==> config.mk <==
export PLATFORM = sky130hd
export DESIGN_NAME = slot_controller
export DESIGN_NICKNAME = d
export VERILOG_FILES = /design/src/rtl/slot_pkg.sv /design/src/rtl/button_sync.sv /design/src/rtl/slot_controller.sv
export SDC_FILE = /design/constraint.sdc
export NUM_CORES = 1
export LEC_CHECK = 0
export ABC_AREA = 1
export BUFFER_PORTS_ARGS = -buffer_cell sky130_fd_sc_hd__buf_2
export CAP_MARGIN = 5
export CORE_MARGIN = 5
export CORE_UTILIZATION = 45
export CTS_CLUSTER_DIAMETER = 30
export DETAILED_ROUTE_END_ITERATION = 10
export GPL_TIMING_DRIVEN = 0
export PLACE_DENSITY_LB_ADDON = 0.12
export SETUP_SLACK_MARGIN = 0.4
export SLEW_MARGIN = 20
export SYNTH_ARGS = -nofsm -noshare
export SYNTH_HDL_FRONTEND = slang
export SYNTH_HIERARCHICAL = 1
export SYNTH_SLANG_ARGS = --single-unit
==> constraint.sdc <==
create_clock -name clk -period 1.7 [get_ports clk]
set_input_delay 0.17 -clock clk [delete_from_list [all_inputs] [get_ports clk]]
set_output_delay 0.17 -clock clk [all_outputs]
set_load 0.01 [all_outputs]
==> src/rtl/slot_pkg.sv <==
// Shared types for the slot machine sequencing controller.
// Holds FSM state encoding, reel/credit types and credit arithmetic.
package slot_pkg;

    typedef enum logic [2:0] {
        S_IDLE,
        S_SPIN,
        S_STOP,
        S_EVAL,
        S_SHOW
    } state_t;

    localparam int NUM_REELS = 3;

    typedef logic [3:0] digit_t;
    typedef logic [6:0] credit_t;

    // Add with an 8-bit intermediate so the carry is visible, then clamp.
    function automatic credit_t credit_add(
        credit_t    c,
        logic [7:0] add,
        logic [7:0] lim
    );
        logic [7:0] s;
        s = {1'b0, c} + add;
        return (s > lim) ? lim[6:0] : s[6:0];
    endfunction

endpackage

==> src/rtl/button_sync.sv <==
// Two-flop synchronizer plus rising-edge detector for a raw button.
// Ports: clk, rst_n (async active-low), i_btn raw input, o_press one-cycle pulse.
module button_sync (
    input  logic clk,
    input  logic rst_n,
    input  logic i_btn,
    output logic o_press
);

    logic r_meta;
    logic r_sync;
    logic r_prev;

    always_ff @(posedge clk or negedge rst_n) begin
        if (!rst_n) begin
            r_meta <= 1'b0;
            r_sync <= 1'b0;
            r_prev <= 1'b0;
        end else begin
            r_meta <= i_btn;
            r_sync <= r_meta;
            r_prev <= r_sync;
        end
    end

    assign o_press = r_sync & ~r_prev;

endmodule

==> src/rtl/slot_controller.sv <==
// Slot machine sequencer: button conditioning, reel run gating, staggered stops,
// three-of-a-kind evaluation and a saturating credit balance.
// Ports: clk, rst_n, btn_spin, btn_set, digit[0:2] in; reel_run, reel_clr,
// credits, win, busy out (all registered).
module slot_controller
    import slot_pkg::*;
#(
    parameter int STOP_GAP    = 16,
    parameter int MIN_SPIN    = 8,
    parameter int CREDIT_INIT = 5,
    parameter int CREDIT_MAX  = 99,
    parameter int WIN_PAYOUT  = 10
) (
    input  logic                 clk,
    input  logic                 rst_n,
    input  logic                 btn_spin,
    input  logic                 btn_set,
    input  digit_t               digit [0:NUM_REELS-1],
    output logic [NUM_REELS-1:0] reel_run,
    output logic                 reel_clr,
    output credit_t              credits,
    output logic                 win,
    output logic                 busy
);

    localparam int SW = $clog2(MIN_SPIN + 1);
    localparam int GW = $clog2(STOP_GAP + 1);
    localparam logic [SW-1:0] SPIN_END = SW'(MIN_SPIN);
    localparam logic [GW-1:0] GAP_END  = GW'(STOP_GAP - 1);

    logic w_spin_press;
    logic w_set_press;

    button_sync u_sync_spin (
        .clk     (clk),
        .rst_n   (rst_n),
        .i_btn   (btn_spin),
        .o_press (w_spin_press)
    );

    button_sync u_sync_set (
        .clk     (clk),
        .rst_n   (rst_n),
        .i_btn   (btn_set),
        .o_press (w_set_press)
    );

    state_t                r_state;
    logic [SW-1:0]         r_spin_cnt;
    logic [GW-1:0]         r_gap_cnt;
    logic [NUM_REELS-1:0]  r_run;
    logic                  r_clr;
    credit_t               r_cred;
    logic                  r_win;
    logic                  r_busy;

    state_t                w_state_nxt;
    logic [SW-1:0]         w_spin_nxt;
    logic [GW-1:0]         w_gap_nxt;
    logic [NUM_REELS-1:0]  w_run_nxt;
    logic                  w_clr_nxt;
    credit_t               w_cred_nxt;
    logic                  w_win_nxt;
    logic                  w_busy_nxt;
    logic                  w_can_spin;
    logic                  w_match;

    assign w_can_spin = w_spin_press && (r_cred != '0);
    assign w_match    = (digit[0] == digit[1]) && (digit[1] == digit[2]);

    always_ff @(posedge clk or negedge rst_n) begin
        if (!rst_n) begin
            r_state    <= S_IDLE;
            r_spin_cnt <= '0;
            r_gap_cnt  <= '0;
            r_run      <= '0;
            r_clr      <= 1'b0;
            r_cred     <= credit_t'(CREDIT_INIT);
            r_win      <= 1'b0;
            r_busy     <= 1'b0;
        end else begin
            r_state    <= w_state_nxt;
            r_spin_cnt <= w_spin_nxt;
            r_gap_cnt  <= w_gap_nxt;
            r_run      <= w_run_nxt;
            r_clr      <= w_clr_nxt;
            r_cred     <= w_cred_nxt;
            r_win      <= w_win_nxt;
            r_busy     <= w_busy_nxt;
        end
    end

    always_comb begin
        w_state_nxt = r_state;
        w_spin_nxt  = r_spin_cnt;
        w_gap_nxt   = r_gap_cnt;
        w_run_nxt   = r_run;
        w_clr_nxt   = 1'b0;
        w_cred_nxt  = r_cred;
        w_win_nxt   = r_win;
        w_busy_nxt  = r_busy;

        if (w_set_press) begin
            // Abort wins over any spin press arriving in the same cycle.
            w_state_nxt = S_IDLE;
            w_spin_nxt  = '0;
            w_gap_nxt   = '0;
            w_run_nxt   = '0;
            w_clr_nxt   = 1'b1;
            w_cred_nxt  = credit_t'(CREDIT_INIT);
            w_win_nxt   = 1'b0;
            w_busy_nxt  = 1'b0;
        end else begin
            unique case (r_state)
                S_IDLE, S_SHOW: begin
                    if (w_can_spin) begin
                        w_state_nxt = S_SPIN;
                        w_spin_nxt  = '0;
                        w_run_nxt   = '1;
                        w_cred_nxt  = r_cred - credit_t'(1);
                        w_win_nxt   = 1'b0;
                        w_busy_nxt  = 1'b1;
                    end
                end
                S_SPIN: begin
                    if (w_spin_press && (r_spin_cnt == SPIN_END)) begin
                        w_state_nxt  = S_STOP;
                        w_gap_nxt    = '0;
                        w_run_nxt[0] = 1'b0;
                    end else if (r_spin_cnt != SPIN_END) begin
                        w_spin_nxt = r_spin_cnt + SW'(1);
                    end
                end
                S_STOP: begin
                    if (r_gap_cnt == GAP_END) begin
                        w_gap_nxt = '0;
                        // Reels stop in order, so a live bit 1 means it goes next.
                        if (r_run[1]) begin
                            w_run_nxt[1] = 1'b0;
                        end else begin
                            w_run_nxt[2] = 1'b0;
                            w_state_nxt  = S_EVAL;
                        end
                    end else begin
                        w_gap_nxt = r_gap_cnt + GW'(1);
                    end
                end
                S_EVAL: begin
                    w_state_nxt = S_SHOW;
                    w_busy_nxt  = 1'b0;
                    w_win_nxt   = w_match;
                    if (w_match) begin
                        w_cred_nxt = credit_add(r_cred, 8'(WIN_PAYOUT),
                                                8'(CREDIT_MAX));
                    end
                end
                default: begin
                    w_state_nxt = S_IDLE;
                end
            endcase
        end
    end

    assign reel_run = r_run;
    assign reel_clr = r_clr;
    assign credits  = r_cred;
    assign win      = r_win;
    assign busy     = r_busy;

endmodule

# Word-level counts from Yosys, hierarchy flattened
# Cells that the tools add are included.
[word_totals] elab_cells=93 regBits=31 in_bits=16
[classes] mux=34 reduce_logical=18 n_addsub=4 eq_ne=16 magnitude_cmp=1 bitwise_logic=4
[op_table] cell="2-to-1 mux 7 bit" count=4
[op_table] cell="2-to-1 mux 3 bit" count=7
[op_table] cell="inequality test 3 x 2 -> 1 bit, second input constant" count=7
[op_table] cell="2-to-1 mux 4 bit" count=4
[op_table] cell="2-to-1 mux 5 bit" count=3
[op_table] cell="case mux 7 bit (2 select lines)" count=1
[op_table] cell="case mux 3 bit (4 select lines)" count=1
[op_table] cell="AND reduction 4 bit" count=3
[op_table] cell="nonzero test 3 bit" count=4
[op_table] cell="case mux 5 bit (2 select lines)" count=1
[op_table] cell="AND reduction 3 bit" count=3
[op_table] cell="adder 7 x 4 -> 8 bit, second input constant" count=1
[op_table] cell="== test 4 bit" count=2
[op_table] cell="greater-than comparator 8 x 7 -> 1 bit, second input constant" count=1
[op_table] cell="case mux 4 bit (2 select lines)" count=1
[op_table] cell="2-to-1 mux 1 bit" count=7
[op_table] cell="nonzero test 7 bit" count=1
[op_table] cell="subtractor 7 x 1 -> 7 bit, second input constant" count=1
[op_table] cell="== test 3 x 2 -> 1 bit, second input constant" count=2
[op_table] cell="case mux 1 bit (2 select lines)" count=3
[op_table] cell="adder 5 x 1 -> 5 bit, second input constant" count=1
[op_table] cell="== test 5 x 4 -> 1 bit, second input constant" count=1
[op_table] cell="adder 4 x 1 -> 4 bit, second input constant" count=1
[op_table] cell="== test 4 bit, second input constant" count=1
[op_table] cell="other kinds (11)" count=16

# Logic depth before layout (Yosys ltp)
# Gate-level depths: netlist (run 1).
[depth] depth_word=6 depth_mapped=13

# By module
# The synthesis (run 1) kept the hierarchy.
[by_module_without_submodules] module="slot_controller" seq_area_each_um2=628.1 area_each_um2=1770.4 cells_per_inst=256 n_inst=1
[by_module_without_submodules] module="button_sync" seq_area_each_um2=75.1 area_each_um2=85.1 cells_per_inst=5 n_inst=2

# Worst setup path after synthesis (run 1)
# No wires, ideal clock.
[synth_path] path_type="register to register" from="register r_cred[2], in the netlist credits[2]" to="register r_cred[1], in the netlist credits[1]" setup_slack_ns=0.074 arrival_ns=1.510 path_stages_with_launch=11 path_buffers=0 synth_period_minus_slack_ns=1.626 t_required_ns=1.584 cell_sequence="dfstp_2 inv_1 ha_1 nor2_1 nand2_1 nand3_2 nand2_1 nor2_1 nand2_1 nand2_1 nand2_1"
[synth_via] elab_chain_cells=6
[synth_rtl] item="start, declared" line="slot_controller.sv:53" rtl="credit_t r_cred;"
[synth_rtl] item="start signal, assigned" line="slot_controller.sv:78" rtl="r_cred <= credit_t'(CREDIT_INIT);"
[synth_rtl] item="start signal, assigned" line="slot_controller.sv:87" rtl="r_cred <= w_cred_nxt;"
[synth_rtl] item="adder 7 x 4 -> 8 bit" line="slot_pkg.sv:25" rtl="s = {1'b0, c} + add;"
[synth_rtl] item="greater-than comparator 8 x 7 -> 1 bit" line="slot_pkg.sv:26" rtl="return (s > lim) ? lim[6:0] : s[6:0];"
[synth_rtl] item="2-to-1 mux 7 bit" line="slot_pkg.sv:26"
[synth_rtl] item="2-to-1 mux 7 bit" line="slot_controller.sv:152" rtl="if (w_match) begin"
[synth_rtl] item="case mux 7 bit (2 select lines)" line="slot_controller.sv:114" rtl="unique case (r_state)"
[synth_rtl] item="2-to-1 mux 7 bit" line="slot_controller.sv:103" rtl="if (w_set_press) begin"
# Parallel ways exist; a longest one is shown, timed or not. The select of a mux whose other input is x is not followed.
# A chain may end at the register's enable or synchronous reset.

# Worst setup path in the final report (run 1)
[layout_path] from="register r_cred[2], in the netlist credits[2]" to="register r_cred[0], in the netlist credits[0]"
# Same word-level chain as after synthesis.

==> results of run 1 <==
how the worst max path moves through the flow:
stage	end	cells past startpoint	slack (ps)	startpoint
after floorplan	credits[1]$_DFFE_PN0P_	12	140	credits[2]$_DFFE_PN1P_
after global placement	credits[5]$_DFFE_PN0P_	12	-4	credits[2]$_DFFE_PN1P_
after detailed placement	credits[0]$_DFFE_PN1P_	13	20	credits[0]$_DFFE_PN1P_
after CTS	credits[5]$_DFFE_PN0P_	12	70	credits[2]$_DFFE_PN1P_
after global routing	credits[0]$_DFFE_PN1P_	10	-100	credits[2]$_DFFE_PN1P_
final	credits[0]$_DFFE_PN1P_	11	20	credits[2]$_DFFE_PN1P_
report_power, final:
part	total [mW]	switching [mW]	internal, mW
sequential	1.18	0.223	0.960
clock	0.537	0.251	0.286
combinational	3.02	1.73	1.30
metrics by stage:
stage / cell area, sq um / utilization
final: 2780 / 0.679
after global routing: 2780 / 0.679
after CTS: 2540 / 0.621
after detailed placement: 2240 / 0.549
after global placement: 2240 / 0.549
after floorplan: 2040 / -
timing repair:
| action | CTS | global route |
|---|---|---|
| hold buffers | 3 | 0 |
| buffers inserted | 17 | 8 |
| hold endpoints to repair | 31 | 0 |
| pin swaps | 9 | 13 |
| resized for setup | 11 | 51 |
| endpoints found under the setup margin | 24 | 25 |
synth_stat cells, types with 3 or more instances:
master | number | area [sq um]
xor2_1 | 3 | 26.3
inv_2 | 9 | 33.8
nor2_2 | 8 | 50.1
o21ai_0 | 18 | 90.1
nand2_1 | 80 | 300
nand4_1 | 3 | 18.8
inv_1 | 32 | 120
a21oi_1 | 4 | 20.0
nand2_2 | 3 | 18.8
nand3_1 | 15 | 75.1
nor2_1 | 27 | 101
o21ai_1 | 6 | 30.0
ha_1 | 8 | 100
dfrtp_1 | 29 | 726
nand3_2 | 4 | 40.0
kinds of logic after synthesis:
| kind of cell | after synthesis | share of synthesized area |
|---|---|---|
| AND/OR/NAND/NOR | 147 | 0.343 |
| adder cells (fa/ha/maj) | 8 | 0.0516 |
| flip-flops | 31 | 0.401 |
| XOR/XNOR | 3 | 0.0135 |
| buffers and inverters | 42 | 0.0851 |
| AO/OA/AOI/OAI | 35 | 0.106 |
metal layers:
metal,part of all wire,vias to the layer above,track usage
met5,0,-,0
li1,-,974,-
met3,0.041,8,0.0383
met1,0.46,823,0.239
met2,0.48,34,0.264
met4,0.014,0,0.0447
cells in the final DEF, fill, tap and decap left out, types with 2 or more instances in the layout:
master         synthesis  routed
nand2_2                3      11
dfstp_2                2       2
nor2_2                 8      10
buf_4                  0      19
clkbuf_1               0       2
nor2_4                 1       6
o21ai_1                6      11
clkbuf_8               0       5
ha_1                   8       4
inv_1                 32      23
nand2_1               80      65
nor2_1                27      20
dlygate4sd3_1          0       3
a21oi_2                1       3
inv_2                  9      14
nand2_8                0       3
o21ai_0               18       7
dfrtp_1               29      28
nand4_1                3       3
ha_4                   0       4
inv_4                  0       2
a21oi_4                1       2
xor2_1                 3       3
nor3_4                 0       2
nand3_2                4       6
o21bai_1               2       2
buf_2                  0      28
nand3_1               15      13
buf_6                  1       6
nand2_4                2       6
o21ai_2                2       7
final cells by class:
class / count / area, sq um
fill: 323 / 1310
multi-input combinational: 193 / 1280
sequential: 31 / 779
timing repair buffer: 56 / 389
inverter: 41 / 171
clock buffer: 7 / 76.3
tap: 50 / 62.6
buffer: 1 / 11.3
clock inverter: 1 / 5.00
worst max-delay path, cell delays in order, from the launching register on:
cell     delay, ps
dfstp_2        610
ha_4           170
nor2_2          40
nor2_1          90
nor2_1          50
nor2_2         150
nand3_2        130
nand3_1        150
nand2_1         70
nand2_1         70
nand2_1         50
inv_1           50
flip-flops by register name, summed over array words and instances, names as in the netlist, 3 cells and up:
signal,count
r_spin_cnt,4
r_state,3
reel_run,3
credits,7
r_gap_cnt,5
==> out/metrics.csv, run 1 <==
stage,metric,value,unit
routing,DR DRC count,0,
synthesis,"FF+latch count, synth",31,
routing,DR WL/cell,12.4,microns
global_routing,global-route wire length before repair,7400,microns
synthesis,synth unique cells,27,
sta,Fmax,0.594,GHz
sta,RSZ-0062 raised after global routing,true,
synthesis,syn_nets,290,
sta,Min Hold Slack,350,ps
floorplanning,IO Pins,29,
synthesis,Async SR Flop Fraction,1.00,
setup_path,CP required,1920,ps
cts,Max Buffers Root-to-Sink,2,
final_layout,Area growth syn-to-layout,43.1,%
worst_hold_path,hold path start,u_sync_spin/r_meta$_DFF_PN0_,
power_and_ir_drop,Lkg Pwr,1.40,nW
sta,worst clock skew,4.37,ps
global_routing,initial antenna violation count,0,
sta,worst setup margin,17.7,ps
sta,Pins Over Slew Limit,0,
power_and_ir_drop,Pwr Total,4.74,mW
setup_path,Worst R2R Path Depth,11,
worst_hold_path,worst hold endpoint,u_sync_spin/r_sync$_DFF_PN0_,
worst_hold_path,hold depth,0,
sta,Worst-Margin Slew,674,ps
routing,DRT Wirelength,4700,microns
synthesis,Mapped Area,1940,sq um
setup_path,crit path launch type,flip-flop,
placement,Detail Placement HPWL,3110,microns
cts,Max H-tree Level,2,
flow_run,Max-cap violations,0,
sta,Slew headroom,0.551,
worst_hold_path,Hold Crit Class,reg2reg,
floorplanning,Die H,75.7,microns
global_routing,largest net degree at the start of global routing,32,
final_layout,share of layout cells above drive strength 1,0.436,
setup_path,Worst Setup Path Type,reg2reg,
synthesis,Post-synth EDFFs,0,
sta,period utilization,0.990,
setup_path,critical path data arrival time,1910,ps
sta,Final TNS setup,0,ps
final_layout,n_diodes,0,
synthesis,Syn Area/Cell,7.30,sq um
cts,CTS sink cnt,31,
routing,DR vias/cell,4.84,
synthesis,sequential fraction of the synthesis area,0.401,
floorplanning,die area,5730,sq um
outcome,status,completed,
floorplanning,initial core utilization,0.475,
setup_path,CP max FO,5,
final_layout,Layout Nets,353,
sta,final setup fails,0,
placement,DP Worst Slack,15.8,ps
global_routing,total gr overflow,0,
cts,Root Driver,clkbuf_8,
cts,CTS tree,built,
setup_path,RR Endpoint,credits[0]$_DFFE_PN1P_,
cts,worst skew pair latency,280,ps
sta,Final Hold Vio Count,0,
synthesis,Yosys warning count,6,
routing,DRT antenna net count,0,
synthesis,cells after synthesis,266,
final_layout,final non-filler cell total,380,
routing,vias,1839,
setup_path,Critical Path Sink Type,flip-flop,
floorplanning,Die X,75.7,microns
placement,PortBufs,28,
placement,GPL Wtd Cong,0.818,
floorplanning,Placement Rows,23,
sta,Final min period,1680,ps
global_routing,vias in the first global route,1697,
floorplanning,total core area,4090,sq um
cts,Clock transition at path regs,60,ps
synthesis,"Top FF cell, synth",dfrtp_1,
routing,drt pass-1 iters,4,
global_routing,global-route total usage across every layer,0.169,
placement,Cells after DPL,344,
power_and_ir_drop,Worst VDD drop,1080,uV
setup_path,r2r setup slk,20,ps
power_and_ir_drop,power per cell area,1710,nW/um^2
routing,DRT iter0 DRCs,117,
cts,CTS buffer count,5,
setup_path,start of the worst register-to-register path,credits[2]$_DFFE_PN1P_,
(Power assumes the default switching activity.)
==> inputs of run 2 (changes only) <==
--- a/config.mk
+++ b/config.mk
@@ -9,7 +9,7 @@
 export BUFFER_PORTS_ARGS = -buffer_cell sky130_fd_sc_hd__buf_2
 export CAP_MARGIN = 5
 export CORE_MARGIN = 5
-export CORE_UTILIZATION = 45
+export CORE_UTILIZATION = 51
 export CTS_CLUSTER_DIAMETER = 30
 export DETAILED_ROUTE_END_ITERATION = 10
 export GPL_TIMING_DRIVEN = 0
==> run 2 against run 1 <==
  * Sequential power about the same
  * Die area down 10%
  * Global-route usage up 2.7 points
  * Combinational power down 4%
  * Sequential cell count unchanged
  * Setup slack better by 6.2 ps
  * Total power down 0.61%
  * Fmax up 0.37%
  * Clock power up 18%
  * First-iteration DRC count up 21%
  * Highest routed layer unchanged
  * Final area down 1.8%
  * Non-clock buffer count down 3
==> out/metrics.csv, run 2 (synthesis results as in run 1) <==
stage,metric,value,unit,change
final_layout,most frequent cells in the layout,"66 x nand2_1, 28 x dfrtp_1, 28 x buf_2, 22 x inv_1, 22 x nor2_1",,
sta,Worst-Margin Slew,700,ps,+26.0 ps
final_layout,Final Cell Area,2730,sq um,-1.8%
setup_path,crit path launch type,flip-flop,,
final_layout,Reg area,779,sq um,unchanged
floorplanning,Die X,71.7,microns,-5.3%
cts,Root Driver,clkbuf_8,,
floorplanning,IO Pins,29,,unchanged
sta,Pins Over Slew Limit,0,,unchanged
sta,worst clock skew,6.71,ps,+2.34 ps
routing,DR WL/cell,13.6,microns,+9.5%
setup_path,CP required,1930,ps,about the same
global_routing,global-route total usage across every layer,0.196,,+0.0268
routing,DRT antenna net count,0,,unchanged
placement,Detail Placement HPWL,3050,microns,-2.0%
final_layout,"commonest non-fill, non-tap cell in the layout",nand2_1,,
cts,worst skew pair latency,280,ps,about the same
setup_path,CP max FO,4,,-1
placement,DP Worst Slack,-23.5,ps,-39.2 ps
final_layout,share of layout cells above drive strength 1,0.424,,-0.0126
floorplanning,total core area,3660,sq um,-10%
placement,PortBufs,28,,unchanged
sta,Final TNS setup,0,ps,unchanged
sta,period utilization,0.986,,-0.00362
sta,RSZ-0062 raised after global routing,true,,
worst_hold_path,Hold Crit Class,reg2reg,,
final_layout,Fillers,279,,-14%
final_layout,Area growth syn-to-layout,40.6,%,
routing,vias,1926,,+4.7%
routing,drt pass-1 iters,4,,unchanged
power_and_ir_drop,Lkg Pwr,1.37,nW,-2.2%
sta,Slew headroom,0.534,,-0.0173
floorplanning,Placement Rows,22,,-4.3%
power_and_ir_drop,power per cell area,1730,nW/um^2,+1.2%
global_routing,largest net degree at the start of global routing,32,,unchanged
flow_run,Max-cap violations,0,,unchanged
cts,CTS sink cnt,31,,unchanged
cts,CTS buffer count,5,,unchanged
routing,DR DRC count,0,,unchanged
sta,final setup fails,0,,unchanged
floorplanning,Die H,71.7,microns,-5.3%
routing,DR vias/cell,5.12,,+5.8%
sta,worst setup margin,23.8,ps,+6.15 ps
global_routing,initial antenna violation count,0,,unchanged
setup_path,Critical Path Sink Type,flip-flop,,
placement,Placed Area,2240,sq um,-0.11%
final_layout,Layout Nets,351,,-0.57%
sta,Fmax,0.597,GHz,+0.37%
sta,Final Hold Vio Count,0,,unchanged
final_layout,footprint of the multi-input gates,1260,sq um,-1.8%
floorplanning,initial core utilization,0.530,,+0.0552
setup_path,critical path data arrival time,1910,ps,about the same
cts,CTS tree,built,,
final_layout,max reg flops,7,,unchanged
cts,Max H-tree Level,2,,unchanged
cts,Clock transition at path regs,70,ps,about the same
global_routing,vias in the first global route,1822,,+7.4%
floorplanning,die area,5140,sq um,-10%
global_routing,global-route wire length before repair,8010,microns,+8.3%
cts,Max Buffers Root-to-Sink,2,,unchanged
routing,DRT Wirelength,5100,microns,+8.3%
final_layout,n_diodes,0,,unchanged
placement,GPL Wtd Cong,0.810,,-0.88%
routing,DRT iter0 DRCs,142,,+21%
global_routing,total gr overflow,0,,unchanged
final_layout,final core utilization,0.745,,+0.0656
power_and_ir_drop,Worst VDD drop,1450,uV,+34%
setup_path,Worst Setup Path Type,reg2reg,,
sta,Final min period,1680,ps,-6.15 ps
outcome,status,completed,,
==> run 2: cell count changes in the layout (fill, tap and decap cells not counted), moves of 2 or more <==
cell / delta
clkbuf_8: +2
buf_6: -4
nor2_1: +2
o21ai_2: -2
o21ai_1: +3
buf_4: +2
==> run 2: path summary, 6_finish.rpt <==
path                                               end  cells past startpoint                   startpoint  slack [ps]
min                        u_sync_set/r_sync$_DFF_PN0_                      0  u_sync_set/r_meta$_DFF_PN0_         350
max                             credits[0]$_DFFE_PN1P_                     13       credits[0]$_DFFE_PN1P_          20
min in group asynchronous  u_sync_set/r_prev$_DFF_PN0_                      2                        rst_n         490
max in group asynchronous       credits[1]$_DFFE_PN0P_                      2                        rst_n         730
max reg2reg                     credits[0]$_DFFE_PN1P_                     13       credits[0]$_DFFE_PN1P_          20
min reg2reg                u_sync_set/r_sync$_DFF_PN0_                      0  u_sync_set/r_meta$_DFF_PN0_         350
==> run 2: per-layer routing <==
layer / GRT usage / part of all wire
met3: 0.0393 / 0.036
met4: 0.0605 / 0.021
met5: 0 / 0
met2: 0.340 / 0.53
met1: 0.245 / 0.41
==> run 2: repair_timing <==
action / in CTS / in global routing
endpoints found under the setup margin: 24 / 25
endpoints found under the hold margin: 31 / 0
hold buffers: 3 / 0
pin swaps: 12 / 17
gates resized for setup: 15 / 39
cloned: 1 / 0
buffers inserted: 16 / 6
==> run 2: per-stage QoR <==
stage	total power, mW	hold slack, ps	cells
after floorplan	2.75	-126	266
after global placement	3.19	250	342
after detailed placement	3.23	255	342
after CTS	4.26	352	370
after global routing	5.10	380	376
final	4.72	350	376
==> run 2: cell type report <==
cell class              count  share of cell area
multi-input cells         194               0.461
inverters                  41              0.0656
plain buffers               1             0.00413
well taps                  48              0.0220
repair buffers             53               0.124
flip-flops and latches     31               0.286
clock buffers               8              0.0367
==> run 2: critical path, cell delays in order (launching register included) <==
cell and delay [ps]:
dfstp_2 550, inv_4 40, ha_4 140, inv_2 30
nor2_1 30, nand3_1 130, nand2_2 80, nand2_4 120
nand2_8 90, a21oi_4 180, nand2_1 80, nand2_1 60
nand2_1 50, inv_1 50
==> run 2: report_power, final <==
group	total, mW	switching, mW	leakage [nW]	internal [mW]
Sequential	1.20	0.236	0.391	0.960
Combinational	2.89	1.73	0.928	1.16
Clock	0.633	0.264	0.0515	0.369
Total	4.72	2.23	1.37	2.49
==> inputs of run 3 (changes only) <==
--- a/config.mk
+++ b/config.mk
@@ -6,12 +6,12 @@
 export NUM_CORES = 1
 export LEC_CHECK = 0
 export ABC_AREA = 1
-export BUFFER_PORTS_ARGS = -buffer_cell sky130_fd_sc_hd__buf_2
 export CAP_MARGIN = 5
 export CORE_MARGIN = 5
-export CORE_UTILIZATION = 51
+export CORE_UTILIZATION = 57
 export CTS_CLUSTER_DIAMETER = 30
 export DETAILED_ROUTE_END_ITERATION = 10
+export DONT_BUFFER_PORTS = 1
 export GPL_TIMING_DRIVEN = 0
 export PLACE_DENSITY_LB_ADDON = 0.12
 export SETUP_SLACK_MARGIN = 0.4
==> run 3 against run 2 <==
  * The run now ends with setup timing left
  * Critical path depth fell by 1
  * Clock power decreased by 35%
  * Hold slack lost 83 ps
  * Final area shrank 4.7%
  * Die area decreased by 9.1%
  * Clock skew rose by 12 ps
  * Via count shrank 3.6%
  * Sequential share of layout area up 1.4 points
  * Fmax down 8.4%
  * Global-route usage is 1.6 points higher
  * Register-to-register slack worse by 150 ps
==> out/metrics.csv, run 3 (synthesis results as in run 1) <==
stage,metric,value,unit,change
power_and_ir_drop,Worst VDD drop,988,uV,-32%
setup_path,critical path data arrival time,2040,ps,+130 ps
final_layout,Final Cell Area,2600,sq um,-4.7%
setup_path,Worst R2R Path Depth,12,,-1
sta,final setup fails,7,,+7
placement,Cells after DPL,312,,-8.8%
routing,drt pass-1 iters,4,,unchanged
power_and_ir_drop,sequential share of power,0.279,,+0.025
final_layout,final non-filler cell total,346,,-8.0%
floorplanning,Placement Rows,21,,-4.5%
power_and_ir_drop,Clock power frac,0.089,,-0.045
sta,period utilization,1.08,,+0.0901
floorplanning,Die H,68.4,microns,-4.7%
power_and_ir_drop,Internal,2.31,mW,-7.2%
routing,DR WL met2,2530,microns,-5.9%
final_layout,footprint of the multi-input gates,1290,sq um,+2.9%
placement,Placed Area,2100,sq um,-6.4%
cts,Max H-tree Level,2,,unchanged
sta,Final min period,1830,ps,+153 ps
setup_path,Critical Path Sink Type,flip-flop,,
final_layout,n_diodes,0,,unchanged
final_layout,Area growth syn-to-layout,34.0,%,
power_and_ir_drop,power per cell area,1770,nW/um^2,+2.4%
outcome,failing checks,setup timing,,
setup_path,RR Endpoint,credits[1]$_DFFE_PN0P_,,
sta,Worst-Margin Slew,453,ps,-247 ps
global_routing,global-route wire length before repair,7310,microns,-8.8%
sta,RSZ-0062 raised after global routing,true,,
final_layout,Layout Nets,323,,-8.0%
cts,Root Driver,clkbuf_4,,
final_layout,share of layout cells above drive strength 1,0.377,,-0.0471
routing,routed length on met1,2050,microns,-2.9%
sta,Slew headroom,0.698,,+0.165
cts,Max Buffers Root-to-Sink,2,,unchanged
routing,DR DRC count,0,,unchanged
power_and_ir_drop,sw frac,0.498,,+0.0261
placement,PortBufs,0,,-100%
floorplanning,initial core utilization,0.586,,+0.0561
setup_path,r2r setup slk,-130,ps,-150 ps
flow_run,Max-cap violations,0,,unchanged
routing,DR vias/cell,5.36,,+4.7%
setup_path,CP required,1910,ps,-20 ps
sta,Final TNS setup,-276,ps,-276 ps
final_layout,final core utilization,0.785,,+0.0403
floorplanning,Die X,68.4,microns,-4.7%
global_routing,vias in the first global route,1613,,-11%
final_layout,Fillers,219,,-22%
floorplanning,IO Pins,29,,unchanged
outcome,status,"complete, but fails checks",,
setup_path,Worst Setup Path Type,reg2reg,,
setup_path,crit path launch type,flip-flop,,
routing,DR WL/cell,14.8,microns,+9.0%
floorplanning,die area,4670,sq um,-9.1%
global_routing,largest net degree at the start of global routing,32,,unchanged
setup_path,start of the worst register-to-register path,credits[2]$_DFFE_PN1P_,,
power_and_ir_drop,Switch Pwr,2.29,mW,+3.0%
setup_path,crit path from,credits[2]$_DFFE_PN1P_,,
setup_path,CP endpoint,credits[1]$_DFFE_PN0P_,,
setup_path,CP max FO,8,,+4
sta,Pins Over Slew Limit,0,,unchanged
cts,CTS sink cnt,31,,unchanged
sta,worst clock skew,18.7,ps,+12.0 ps
sta,Fmax,0.547,GHz,-8.4%
worst_hold_path,Hold Crit Class,in2async,,
cts,Clock transition at path regs,100,ps,+30 ps
cts,CTS buffer count,5,,unchanged
final_layout,"commonest non-fill, non-tap cell in the layout",nand2_1,,
power_and_ir_drop,Logic pwr share,0.632,,+0.020
sta,worst setup margin,-129,ps,-153 ps
routing,DRT antenna net count,0,,unchanged
routing,DR top layer,met4,,
global_routing,initial antenna violation count,0,,unchanged
global_routing,global-route total usage across every layer,0.213,,+0.0164
cts,CTS tree,built,,
final_layout,Reg area,779,sq um,unchanged
placement,GPL Wtd Cong,0.886,,+9.4%
routing,DRT Wirelength,5110,microns,+0.31%
placement,Detail Placement HPWL,2970,microns,-2.7%
floorplanning,total core area,3310,sq um,-9.6%
routing,length of routed met3 wiring,406,microns,+120%
power_and_ir_drop,Lkg Pwr,1.25,nW,-8.7%
final_layout,most frequent cells in the layout,"66 x nand2_1, 28 x dfrtp_1, 22 x inv_1, 22 x nor2_1",,
routing,vias,1856,,-3.6%
sta,Final Hold Vio Count,0,,unchanged
final_layout,max reg flops,7,,unchanged
global_routing,total gr overflow,0,,unchanged
cts,worst skew pair latency,340,ps,+60 ps
routing,DRT iter0 DRCs,119,,-16%
[run 3: cell count changes in the layout (fill, tap and decap cells not counted), sizes merged]
| cell | previous run | this run |
|---|---|---|
| buf | 51 | 23 |
| clkbuf | 8 | 7 |
| clkinv | 1 | 2 |
[run 3: per-layer routing]
metal,up-vias,GRT usage
li1,910,-
met1,864,0.280
met2,69,0.337
met3,13,0.0608
met4,0,0.0670
met5,-,0
[run 3: how the worst min path moves through the flow]
stage                                to  slack [ps]  cells after the start
2_1_floorplan          busy$_DFFE_PN0P_        -130                      0
3_3_place_gp     credits[4]$_DFFE_PN0P_        -120                      0
3_5_place_dp     credits[4]$_DFFE_PN0P_        -120                      0
4_1_cts                 win$_DFFE_PN0P_         260                      5
5_1_grt        r_gap_cnt[3]$_DFFE_PN0P_         280                      2
6_report       r_gap_cnt[3]$_DFFE_PN0P_         270                      2
[run 3: cell type report]
| cell class | instances | share of cell area |
|---|---|---|
| clock buffers | 7 | 0.0173 |
| well taps | 46 | 0.0221 |
| inverters | 41 | 0.0679 |
| multi-input cells | 194 | 0.498 |
| repair buffers | 25 | 0.0885 |
| plain buffers | 1 | 0.00433 |
| clock inverters | 1 | 0.00192 |
| flip-flops and latches | 31 | 0.300 |
[run 3: worst max-delay path: stages (launching register included)]
cell	delay, ps
dfstp_2	670
ha_4	190
inv_2	40
nand2_2	50
nand2_2	70
nor2_4	70
nand2_1	80
nand3_2	130
nand2_2	100
nor2_4	110
nand2_1	90
nand2_1	70
nand2_1	50
[run 3: power groups by stage]
| stage | sequential [mW] | clock (mW) | combinational, mW |
|---|---|---|---|
| 6_report | 1.28 | 0.410 | 2.91 |
| 5_1_grt | 1.31 | 0.448 | 3.19 |
| 4_1_cts | 1.27 | 0.410 | 2.30 |
| 3_5_place_dp | 1.28 | 0 | 1.85 |
| 3_3_place_gp | 1.27 | 0 | 1.80 |
| 2_1_floorplan | 1.21 | 0 | 1.54 |
[run 3: what timing repair did]
item / 4_1_cts / 5_1_grt
endpoints found under the hold margin: 33 / 0
cloned: 1 / 0
endpoints found under the setup margin: 24 / 24
pin swaps: 10 / 19
buffers inserted: 14 / 7
resized for setup: 19 / 47
hold buffers: 4 / 0
[run 3: through the flow]
step	total power, mW	hold slack, ps	worst slack (ps)
5_1_grt	4.94	281	-240
3_3_place_gp	3.07	-125	-45.3
4_1_cts	3.98	264	-19.1
2_1_floorplan	2.75	-126	141
6_report	4.60	267	-129
3_5_place_dp	3.13	-125	-47.0
